File: config.mk
export PLATFORM = sky130hd
export DESIGN_NAME = multicycle_control
export DESIGN_NICKNAME = d
export VERILOG_FILES = /design/src/rtl/multicycle_control.sv
export SDC_FILE = /design/constraint.sdc
export NUM_CORES = 1
export LEC_CHECK = 0
export CAP_MARGIN = 20
export CORE_AREA = 5 5 52 54
export CTS_BUF_LIST = sky130_fd_sc_hd__clkbuf_16
export CTS_CLUSTER_DIAMETER = 50
export DETAILED_ROUTE_END_ITERATION = 8
export DIE_AREA = 0 0 57 59
export PLACE_DENSITY = 0.76
export REMOVE_ABC_BUFFERS = 1
export SYNTH_ARGS = -nofsm -noshare
export SYNTH_HDL_FRONTEND = slang
export SYNTH_SLANG_ARGS = --single-unit
File: constraint.sdc
create_clock -name clk -period 1.7 [get_ports clk]
set_input_delay 0.255 -clock clk [delete_from_list [all_inputs] [get_ports clk]]
set_output_delay 0.255 -clock clk [all_outputs]
set_load 0.05 [all_outputs]
File: src/rtl/multicycle_control.sv
// Multicycle CPU main controller: sequences fetch/decode/execute/memory/writeback
// and traps on illegal opcodes or memory requests that never complete.
`timescale 1ns/1ps
module multicycle_control #(
   parameter int MEM_TIMEOUT = 15
) (
   input  logic       clk,
   input  logic       rst_n,
   input  logic [6:0] opcode,
   input  logic       branch_taken,
   input  logic       mem_ready,
   output logic       mem_req,
   output logic       mem_we,
   output logic       mem_addr_sel,
   output logic       ir_write,
   output logic       pc_write,
   output logic       pc_sel,
   output logic [1:0] alu_op,
   output logic       alu_src_b,
   output logic       reg_write,
   output logic [1:0] wb_sel,
   output logic       trap,
   output logic [2:0] state_o
);

   // state  | meaning
   // FETCH  | read instruction at PC, wait for mem_ready
   // DECODE | latch opcode, screen for legal encodings
   // EXEC   | ALU operation / branch resolution
   // MEM    | load or store at ALU address, wait for mem_ready
   // WB     | register file write, JAL redirect
   // TRAP   | sticky error, left only by reset
   typedef enum logic [2:0] {
      S_FETCH  = 3'd0,
      S_DECODE = 3'd1,
      S_EXEC   = 3'd2,
      S_MEM    = 3'd3,
      S_WB     = 3'd4,
      S_TRAP   = 3'd7
   } state_t;

   localparam logic [6:0] OP_R      = 7'b0110011;
   localparam logic [6:0] OP_IMM    = 7'b0010011;
   localparam logic [6:0] OP_LOAD   = 7'b0000011;
   localparam logic [6:0] OP_STORE  = 7'b0100011;
   localparam logic [6:0] OP_BRANCH = 7'b1100011;
   localparam logic [6:0] OP_JAL    = 7'b1101111;
   localparam logic [6:0] OP_LUI    = 7'b0110111;

   localparam int CNT_W = (MEM_TIMEOUT < 1) ? 1 : $clog2(MEM_TIMEOUT + 1);
   localparam logic [CNT_W-1:0] CNT_LIMIT = CNT_W'(MEM_TIMEOUT);

   state_t           state_q, state_d;
   logic [6:0]       opc_q, opc_d;
   logic [CNT_W-1:0] cnt_q, cnt_d;
   logic             timeout;
   logic             req_c;

   always_ff @(posedge clk or negedge rst_n) begin
      if (!rst_n) begin
         state_q <= S_FETCH;
         opc_q   <= '0;
         cnt_q   <= '0;
      end else begin
         state_q <= state_d;
         opc_q   <= opc_d;
         cnt_q   <= cnt_d;
      end
   end

   assign timeout = (cnt_q == CNT_LIMIT) && !mem_ready;

   always_comb begin
      state_d      = state_q;
      opc_d        = opc_q;
      req_c        = 1'b0;
      mem_we       = 1'b0;
      mem_addr_sel = 1'b0;
      ir_write     = 1'b0;
      pc_write     = 1'b0;
      pc_sel       = 1'b0;
      alu_op       = 2'b00;
      alu_src_b    = 1'b0;
      reg_write    = 1'b0;
      wb_sel       = 2'b00;
      trap         = 1'b0;

      case (state_q)
         S_FETCH: begin
            req_c    = 1'b1;
            ir_write = mem_ready;
            pc_write = mem_ready;
            if (mem_ready)    state_d = S_DECODE;
            else if (timeout) state_d = S_TRAP;
         end
         S_DECODE: begin
            opc_d = opcode;
            case (opcode)
               OP_R, OP_IMM, OP_LOAD, OP_STORE,
               OP_BRANCH, OP_JAL, OP_LUI: state_d = S_EXEC;
               default:                   state_d = S_TRAP;
            endcase
         end
         S_EXEC: begin
            case (opc_q)
               OP_R: begin
                  alu_op  = 2'b10;
                  state_d = S_WB;
               end
               OP_IMM: begin
                  alu_op    = 2'b11;
                  alu_src_b = 1'b1;
                  state_d   = S_WB;
               end
               OP_BRANCH: begin
                  alu_op   = 2'b01;
                  pc_write = branch_taken;
                  pc_sel   = branch_taken;
                  state_d  = S_FETCH;
               end
               OP_LOAD, OP_STORE: begin
                  alu_src_b = 1'b1;
                  state_d   = S_MEM;
               end
               OP_LUI, OP_JAL: begin
                  alu_src_b = 1'b1;
                  state_d   = S_WB;
               end
               default: state_d = S_TRAP;
            endcase
         end
         S_MEM: begin
            req_c        = 1'b1;
            mem_addr_sel = 1'b1;
            mem_we       = (opc_q == OP_STORE);
            if (mem_ready)    state_d = (opc_q == OP_STORE) ? S_FETCH : S_WB;
            else if (timeout) state_d = S_TRAP;
         end
         S_WB: begin
            reg_write = 1'b1;
            if (opc_q == OP_LOAD) begin
               wb_sel = 2'b01;
            end else if (opc_q == OP_JAL) begin
               wb_sel   = 2'b10;
               pc_write = 1'b1;
               pc_sel   = 1'b1;
            end
            state_d = S_FETCH;
         end
         S_TRAP: trap = 1'b1;
         default: state_d = S_TRAP;
      endcase

      // Count stalled request cycles; any state change or completion restarts it.
      if (req_c && !mem_ready && (state_d == state_q)) cnt_d = cnt_q + CNT_W'(1);
      else                                              cnt_d = '0;

      // Keep the memory side and write enables quiet while reset is held.
      mem_req = req_c & rst_n;
      if (!rst_n) begin
         mem_we       = 1'b0;
         mem_addr_sel = 1'b0;
         ir_write     = 1'b0;
         pc_write     = 1'b0;
         pc_sel       = 1'b0;
         alu_op       = 2'b00;
         alu_src_b    = 1'b0;
         reg_write    = 1'b0;
         wb_sel       = 2'b00;
         trap         = 1'b0;
      end
   end

   assign state_o = state_q;

endmodule
==> metrics.cfg, run 1 <==
[layout]
layout-drive-gt1-share_pct=41.40
syn2layout_area_growth_pct=71.90
antennaDiodeCount=0
final_area_sq_um=1699
finalNetCount=171
fillCellCount=149

[cts]
ctsHtreeMaxLevel=1
clk_pin_slew_ns=0.04
clockBufferDepth=2
clk_latency_ns=0.24
numCtsBuffers=3
cts_hold_repair.buffers=0
clock-root-buffer=clkbuf_16
cts_tree=built
cts_num_sinks=14

[power]
seq_power_share_pct=40.5
swShare_pct=18.43
p_int_mw=0.6740
peakVddDrop_v=0.0007217
clockPowerShare_pct=51.9
p_leak_nw=0.7668
pwr-share-comb_pct=7.6
switchingPower_mw=0.1523
p_per_area_nw_per_um2=486.3

[global_route]
antenna_found_initial=0
grt_first_pass_wirelength_microns=5085
grt_util_all_layers_pct=20.06
grt_pass1_vias=1055
grtUsageMet3_pct=4.357
top_usage_layer=met2
grt-ovfl-total=0
grt_use_met2_pct=37.19
grt_util_met1_pct=21.70
grt_max_degree=13

[timing]
finalHoldViolCount=0
finalSetupViolCount=10
rsz0062_at_grt=true
tightest_slew_ns=0.3548
tns_ns=-1.745
slew_violations=0
timing.fmax_ghz=0.5043
skew_ns=0.001904
slew_headroom_pct=76.20
whs_ns=0.08144
period_share_pct=116.7
min_period_ns=1.983
worst_slack_ns=-0.2831

[synth]
yosysWarnings=0
synth_area_per_cell_sq_um=9.152
yosysUniqueCellTypes=42
seq_area_frac_synth_pct=35.44
syn_inst=108
synthesis.area_sq_um=988.4
async_flop_share_pct=100.0
synth_edf_count=0
synth_seq_cells=14
ys.flop_type=dfrtp_1

[drt]
vias=1003
drc_errors=0
drt_wl_total_microns=2999
routedWlPerCell_microns=16.21
ant_nets=0
dr.pass1.iters=4
drt_iter0_drc=23
via_per_inst=5.422

[run_status]
violations=negative setup slack
status=finished, violations left

[die]
dieArea_sq_um=3363
initial_core_util_pct=45.56
fp.dieH_microns=59
core-area_sq_um=2170
rows=17
ios=27
die_x_microns=57

[critical_path]
crit_path_start=opc_q[2]
crit_path_end_kind=output pin
cp.arrival_ns=1.73
crit_cells=5
crit_path_max_fanout=2
cp_num_buf_inv=1
crit_path_cell_trace=nand4bb_1 > or3b_1 > a21oi_2 > or2_1 > buf_12
startpoint_type=flop
slowest_delay_ns=0.40
r2r-start=opc_q[2]
cp_top_family=simple AND/OR/NAND/NOR gates
worst-setup-path-type=flop to output pin
slowest_stage=or3b_1
cp_data_required_time_ns=1.44
rr_worst_depth=7

[worst_hold_path]
hold_path.class=primary input to async pin

[place]
port_buffers=26
dpl_cell_area_sq_um=1536
hpwl_microns=2051
place.gp.congestion=0.8610

[run]
maxCapViolCount=0

## worst paths after layout
| kind | end | slack (ns) |
|---|---|---|
| max in group asynchronous | opc_q[6] | 1.27 |
| min in group clk | cnt_q[0] | 0.46 |
| worst min register to register | cnt_q[0] | 0.46 |
| worst max register to register | state_o[0] | -0.13 |
| worst max-delay path | pc_write | -0.28 |
| worst min-delay path | state_o[2] | 0.08 |
## synthesized netlist by cell type, types with 2 or more instances
library cell  count  area share (%)
xor2_1            2             1.8
or3_1             4             2.5
o21ai_0           3             1.5
nor2_1           13             4.9
nand2b_1          3             1.9
clkbuf_8          2             2.8
inv_1             5             1.9
nand3_1           4             2.0
nor2b_1           2             1.3
nand2_1          11             4.2
mux2_2            6             6.8
or3b_1            2             1.8
o22ai_1           2             1.3
a21oi_1           2             1.0
buf_6             2             2.3
nor3_1            4             2.0
nand3b_1          2             1.5
dfrtp_1          14              35
a21oi_2           2             1.8
## per-stage QoR
stage          utilization [%]  total power [mW]  setup WS (ns)  std cells
2_1_floorplan                -            0.3511         -1.046        103
3_3_place_gp             70.82            0.3992        -0.3333        177
3_5_place_dp             70.82            0.4006        -0.3422        177
4_1_cts                  77.11            0.8322        -0.2603        184
5_1_grt                  78.32            0.8546        -0.3442        185
6_report                 78.32            0.8263        -0.2831        185
## logic make-up (layout without fill, tap and decap cells)
| group | after synthesis | count (layout) | synth area share (%) |
|---|---|---|---|
| AOI/OAI and AO/OA | 16 | 16 | 11.77 |
| xor gates and xnor gates | 3 | 3 | 2.659 |
| adders and majority gates | 1 | 1 | 1.266 |
| buffers and inverters | 10 | 59 | 7.722 |
| DFF | 14 | 14 | 35.44 |
| muxes | 6 | 6 | 6.835 |
| and+or+nand+nor | 58 | 58 | 34.31 |
## flip-flops by register name, indices dropped and copies added, names as in the netlist
| name | count |
|---|---|
| state_o | 3 |
| opc_q | 7 |
| cnt_q | 4 |
## power groups by stage
stage,logic [mW],clock network (mW),registers (mW)
after floorplan,0.0117,0,0.339
after global routing,0.0683,0.452,0.334
after detailed placement,0.0613,0,0.339
after global placement,0.0599,0,0.339
final,0.0632,0.429,0.335
after CTS,0.0634,0.434,0.334
## placed cells by master, fill, tap and decap left out, drive strengths merged, types with 3 or more instances in the layout
master,instances
nand2b,4
inv,5
or3,4
a21oi,4
clkdlybuf4s50,9
nand3,4
nand2,11
clkbuf,3
nor2,14
nor3,4
mux2,6
buf,41
dfrtp,14
o21ai,3
## per-layer routing
metal  part of all wire [%]  vias up
li1                       -      488
met5                      0        -
met3                    5.5        8
met4                    2.4        0
met1                     39      469
met2                     53       38
## final cells by class
| type | count | area [sq um] | area share [%] |
|---|---|---|---|
| Clock buffer | 3 | 75.07 | 4.418 |
| Timing Repair Buffer | 51 | 618.1 | 36.38 |
| Multi-Input combinational cell | 84 | 600.6 | 35.35 |
| Sequential cell | 14 | 351.6 | 20.69 |
| Tap cell | 28 | 35.03 | 2.062 |
| Inverter | 5 | 18.77 | 1.105 |
## what timing repair did
action | in CTS | in global routing
buffers inserted | 4 | 1
pin swaps | 8 | 4
setup endpoints to repair | 8 | 12
cloned | 0 | 0
resized for setup | 9 | 5
Note: power is estimated with default switching activity, not from simulation.
==> run 2: changes to the inputs <==
- ABC_CLOCK_PERIOD_IN_PS: not set -> 1700
- CAP_MARGIN: 20 -> 10
- PLACE_DENSITY: 0.76 -> not set
- PLACE_DENSITY_LB_ADDON: not set -> 0.08
==> metrics.cfg, run 2 (same netlist as run 1, synthesis figures left out) <==
[layout]
final_cell_mix=21 x buf_4, 16 x buf_12, 12 x dfrtp_1
finalNetCount=173  ; +1.2%
largest_register_ffs=7  ; unchanged
multi_input_area_sq_um=685.7  ; +14%
final_util_pct=83.85  ; +5.5 points
layout-drive-gt1-share_pct=47.50  ; +6.1 points
top_register=opc_q
mostFrequentLayoutCell=buf_4
fillCellCount=122  ; -18%
syn2layout_area_growth_pct=84.05
seq_area_sq_um=352.8  ; +0.36%
antennaDiodeCount=0  ; unchanged

[die]
dieArea_sq_um=3363  ; unchanged
die_x_microns=57  ; unchanged
core-area_sq_um=2170  ; unchanged
fp.dieH_microns=59  ; unchanged
rows=17  ; unchanged
initial_core_util_pct=45.56  ; unchanged
ios=27  ; unchanged

[timing]
period_share_pct=117.2  ; +0.52 points
timing.fmax_ghz=0.5020  ; -0.45%
slew_headroom_pct=83.02  ; +6.8 points
worst_slack_ns=-0.2920  ; -0.008897 ns
min_period_ns=1.992  ; +0.008897 ns
skew_ns=0.005112  ; +0.003208 ns
slew_violations=0  ; unchanged
finalHoldViolCount=0  ; unchanged
whs_ns=0.1164  ; +0.03500 ns
tightest_slew_ns=0.2536  ; -0.1012 ns
finalSetupViolCount=11  ; +1
rsz0062_at_grt=true

[power]
swShare_pct=18.87  ; +0.44 points
pwr-share-comb_pct=7.3  ; -0.3 points
p_leak_nw=0.8141  ; +6.2%
clockPowerShare_pct=52.6  ; +0.7 points
p_per_area_nw_per_um2=458.2  ; -5.8%
switchingPower_mw=0.1573  ; +3.3%
seq_power_share_pct=40.1  ; -0.4 points
peakVddDrop_v=0.0006323  ; -12%
p_int_mw=0.6762  ; +0.33%

[critical_path]
crit_path_max_fanout=2  ; unchanged
crit_path_cell_trace=and4bb_1 > or3b_4 > a21oi_2 > or2_1 > buf_12
startpoint_type=flop
cp_data_required_time_ns=1.44  ; about the same
cp.arrival_ns=1.74  ; about the same
slowest_stage=dfrtp_1
slowest_delay_ns=0.40  ; about the same
worst-setup-path-type=flop to output pin
crit_path_end_kind=output pin

[drt]
via_per_inst=5.617  ; +3.6%
dr.pass1.iters=4  ; unchanged
drt_iter0_drc=32  ; +39%
drc_errors=0  ; unchanged
drt_wl_total_microns=3189  ; +6.3%
ant_nets=0  ; unchanged
routedWlPerCell_microns=16.96  ; +4.6%
vias=1056  ; +5.3%

[place]
port_buffers=26  ; unchanged
hpwl_microns=2022  ; -1.4%
dp_slack_ns=-0.3595  ; -0.01728 ns
place.gp.congestion=0.7994  ; -7.2%

[global_route]
grt-ovfl-total=0  ; unchanged
antenna_found_initial=0  ; unchanged
grt_util_all_layers_pct=18.36  ; -1.7 points
grt_first_pass_wirelength_microns=4733  ; -6.9%
grt_pass1_vias=1037  ; -1.7%
grt_max_degree=13  ; unchanged

[worst_hold_path]
hold_path.class=primary input to async pin

[run_status]
status=finished, violations left
violations=negative setup slack

[cts]
clk_pin_slew_ns=0.05  ; about the same
cts_hold_repair.buffers=0  ; unchanged
cts_num_sinks=14  ; unchanged
clockBufferDepth=2  ; unchanged
numCtsBuffers=3  ; unchanged
clk_latency_ns=0.24  ; about the same
clock-root-buffer=clkbuf_16
cts_tree=built
ctsHtreeMaxLevel=1  ; unchanged

[run]
maxCapViolCount=0  ; unchanged

## run 2: cell types whose count changed in the layout (fill, tap and decap cells not counted), moves of 2 or more
cell      before  now
nand2b_1       2    0
nor2_4         1    5
nand2b_4       2    4
nor2_2         4    1
buf_6          3    5
## run 2: critical path, delay by kind of cell (launching register included)
| kind | cells | cell delay, ns |
|---|---|---|
| buf+inv | 1 | 0.14 |
| simple gates | 3 | 0.82 |
| flops | 1 | 0.40 |
| compound gates | 1 | 0.13 |
## run 2: path summary, 6_finish.rpt
check | start | endpoint | depth (start not counted) | slack, ns
worst min register to register | cnt_q[0] | cnt_q[0] | 1 | 0.46
worst min-delay path | rst_n | state_o[2] | 2 | 0.12
max in group asynchronous | rst_n | opc_q[4] | 2 | 1.43
worst max-delay path | state_o[0] | pc_write | 5 | -0.29
worst max register to register | opc_q[3] | state_o[2] | 6 | -0.03
min in group clk | cnt_q[0] | cnt_q[0] | 1 | 0.46
## run 2: power by group through the flow
| stage | sequential (mW) | clock, mW | combinational, mW |
|---|---|---|---|
| final | 0.334 | 0.439 | 0.0607 |
| after global placement | 0.339 | 0 | 0.0577 |
| after global routing | 0.334 | 0.467 | 0.0663 |
| after detailed placement | 0.339 | 0 | 0.0590 |
| after floorplan | 0.339 | 0 | 0.0117 |
| after CTS | 0.334 | 0.444 | 0.0589 |
## run 2: what timing repair did
action | 4_1_cts | 5_1_grt
resized for setup | 16 | 17
pin swaps | 6 | 7
setup endpoints to repair | 11 | 22
buffers inserted | 4 | 3
## run 2: cell type report
type,instances,area share [%]
clock buffer,3,4.127
clock inverter,1,0.2063
inverter,5,1.032
multi-input combinational,84,37.69
sequential,14,19.39
tap,28,1.926
timing repair buffer,53,35.63
## run 2: metrics by stage
step                      setup TNS [ns]  total power [mW]  instance area, sq um  cells
after detailed placement          -1.462            0.3983                  1536    177
final                             -1.462            0.8335                  1819    188
after global routing              -2.242            0.8668                  1819    188
after global placement            -1.314            0.3970                  1536    177
after CTS                         -1.154            0.8375                  1712    185
after floorplan                   -5.708            0.3511                 930.9    103
## run 2: routing by layer
| metal | vias up | wire length (microns) | track usage (%) |
|---|---|---|---|
| met3 | 15 | 192 | 3.268 |
| met1 | 505 | 1214 | 21.83 |
| met4 | 0 | 137 | 10.60 |
| li1 | 486 | - | - |
| met5 | - | 0 | 0 |
| met2 | 50 | 1644 | 31.16 |
==> run 3: changes to the inputs <==
- CORE_AREA: 5 5 52 54 -> 5 5 50 57
- DIE_AREA: 0 0 57 59 -> 0 0 55 62
==> metrics.cfg, run 3 (same netlist as run 1, synthesis figures left out) <==
[drt]
routedWlPerCell_microns=14.54  ; -14%
via_per_inst=5.273  ; -6.1%
vias=986  ; -6.6%
drt_iter0_drc=21  ; -34%
drt_wl_total_microns=2719  ; -15%
dr.pass1.iters=4  ; unchanged
drc_errors=0  ; unchanged
ant_nets=0  ; unchanged

[timing]
rsz0062_at_grt=true
finalSetupViolCount=6  ; -5
slew_violations=0  ; unchanged
tns_ns=-1.129  ; +0.3325 ns
finalHoldViolCount=0  ; unchanged
worst_slack_ns=-0.2563  ; +0.03571 ns
skew_ns=0.004474  ; -0.0006382 ns
tightest_slew_ns=0.3452  ; +0.09163 ns
slew_headroom_pct=76.96  ; -6.1 points
timing.fmax_ghz=0.5112  ; +1.8%
min_period_ns=1.956  ; -0.03571 ns
period_share_pct=115.1  ; -2.1 points

[global_route]
antenna_found_initial=0  ; unchanged
grt_first_pass_wirelength_microns=4636  ; -2.0%
grt_max_degree=13  ; unchanged
grt_util_all_layers_pct=18.95  ; +0.60 points
grt_pass1_vias=998  ; -3.8%
grt-ovfl-total=0  ; unchanged

[worst_hold_path]
hold_path.class=primary input to async pin

[layout]
top_register=opc_q
final_util_pct=78.52  ; -5.3 points
final_area_sq_um=1715  ; -5.7%
layout-drive-gt1-share_pct=43.31  ; -4.2 points
antennaDiodeCount=0  ; unchanged
final_cell_mix=23 x buf_4, 16 x buf_12, 11 x nand2_1, 11 x dfrtp_1, 10 x nor2_1
syn2layout_area_growth_pct=73.54
largest_register_ffs=7  ; unchanged
fin_cells=187  ; -0.53%
finalNetCount=171  ; -1.2%
mostFrequentLayoutCell=buf_4
fillCellCount=158  ; +30%

[run_status]
status=finished, violations left
violations=negative setup slack

[cts]
clockBufferDepth=2  ; unchanged
clk_latency_ns=0.24  ; about the same
ctsHtreeMaxLevel=1  ; unchanged
clk_pin_slew_ns=0.04  ; about the same
numCtsBuffers=3  ; unchanged
cts_num_sinks=14  ; unchanged
cts_hold_repair.buffers=0  ; unchanged
cts_tree=built
clock-root-buffer=clkbuf_16

[die]
dieArea_sq_um=3410  ; +1.4%
fp.dieH_microns=62  ; +5.1%
ios=27  ; unchanged
rows=18  ; +1
core-area_sq_um=2185  ; +0.69%
initial_core_util_pct=45.25  ; -0.31 points
die_x_microns=55  ; -3.5%

[critical_path]
worst-setup-path-type=flop to output pin
slowest_delay_ns=0.38  ; -0.02 ns
crit_path_cell_trace=nand4bb_4 > or3b_1 > a21oi_2 > or2_1 > buf_12
slowest_stage=or3b_1
startpoint_type=flop
r2r-start=opc_q[6]
worstReg2RegEnd=state_o[0]
crit_path_end_kind=output pin
cp.arrival_ns=1.70  ; -0.04 ns
cp_num_buf_inv=1  ; unchanged
crit_path_max_fanout=3  ; +1
rr_worst_depth=5  ; -1
cp_top_family=simple AND/OR/NAND/NOR gates
r2r_slack_ns=0.02  ; +0.05 ns
cp_data_required_time_ns=1.44  ; about the same

[place]
hpwl_microns=2031  ; +0.46%
dp_slack_ns=-0.3540  ; +0.005466 ns
placedCellCount=178  ; +0.56%
place.gp.congestion=0.8165  ; +2.1%
dpl_cell_area_sq_um=1531  ; -0.33%
port_buffers=26  ; unchanged

[run]
maxCapViolCount=0  ; unchanged

[power]
peakVddDrop_v=0.0006458  ; +2.1%
p_leak_nw=0.7708  ; -5.3%
p_per_area_nw_per_um2=478.4  ; +4.4%

-- run 3: layout make-up --
cell class,count,area (sq um),share of cell area (%)
multi-input combinational,84,615.6,35.89
timing repair buffer,51,614.3,35.81
tap,30,37.54,2.188
sequential,14,354.1,20.64
clock buffer,3,75.07,4.376
inverter,5,18.77,1.094
-- run 3: power breakdown --
| group | internal [mW] | switching (mW) | leakage (nW) |
|---|---|---|---|
| Sequential | 0.334 | 0 | 0.171 |
| Clock | 0.306 | 0.121 | 0.0370 |
| Combinational | 0.0317 | 0.0272 | 0.563 |
-- run 3: layer usage --
layer	part of all wire, %	GRT usage [%]	up-vias	wire, microns
li1	-	-	487	-
met1	40	22.04	466	1094
met2	55	35.98	27	1483
met3	3.8	1.671	6	102
met4	1.4	5.903	0	39
met5	0	0	-	0
-- run 3: timing repair --
action                     in CTS  in global routing
setup endpoints to repair       9                 12
cloned                          0                  0
pin swaps                       6                  6
gates resized for setup        10                  6
buffers inserted                6                  0
-- run 3: how the worst max path moves through the flow --
stage | from | end | slack, ns | depth (start not counted)
6_report | opc_q[2] | pc_write | -0.26 | 5
3_3_place_gp | rst_n | pc_write | -0.32 | 6
5_1_grt | opc_q[2] | pc_write | -0.31 | 5
3_5_place_dp | rst_n | pc_write | -0.35 | 6
4_1_cts | state_o[0] | pc_write | -0.25 | 5
2_1_floorplan | state_o[2] | pc_write | -1.05 | 4
-- run 3: metrics by stage --
step                      power [mW]  hold slack [ns]
after floorplan               0.3511         -0.04059
after global placement        0.3975           0.4480
after detailed placement      0.3984           0.4604
after CTS                     0.8247          0.06303
after global routing          0.8462          0.08310
final                         0.8206          0.05524
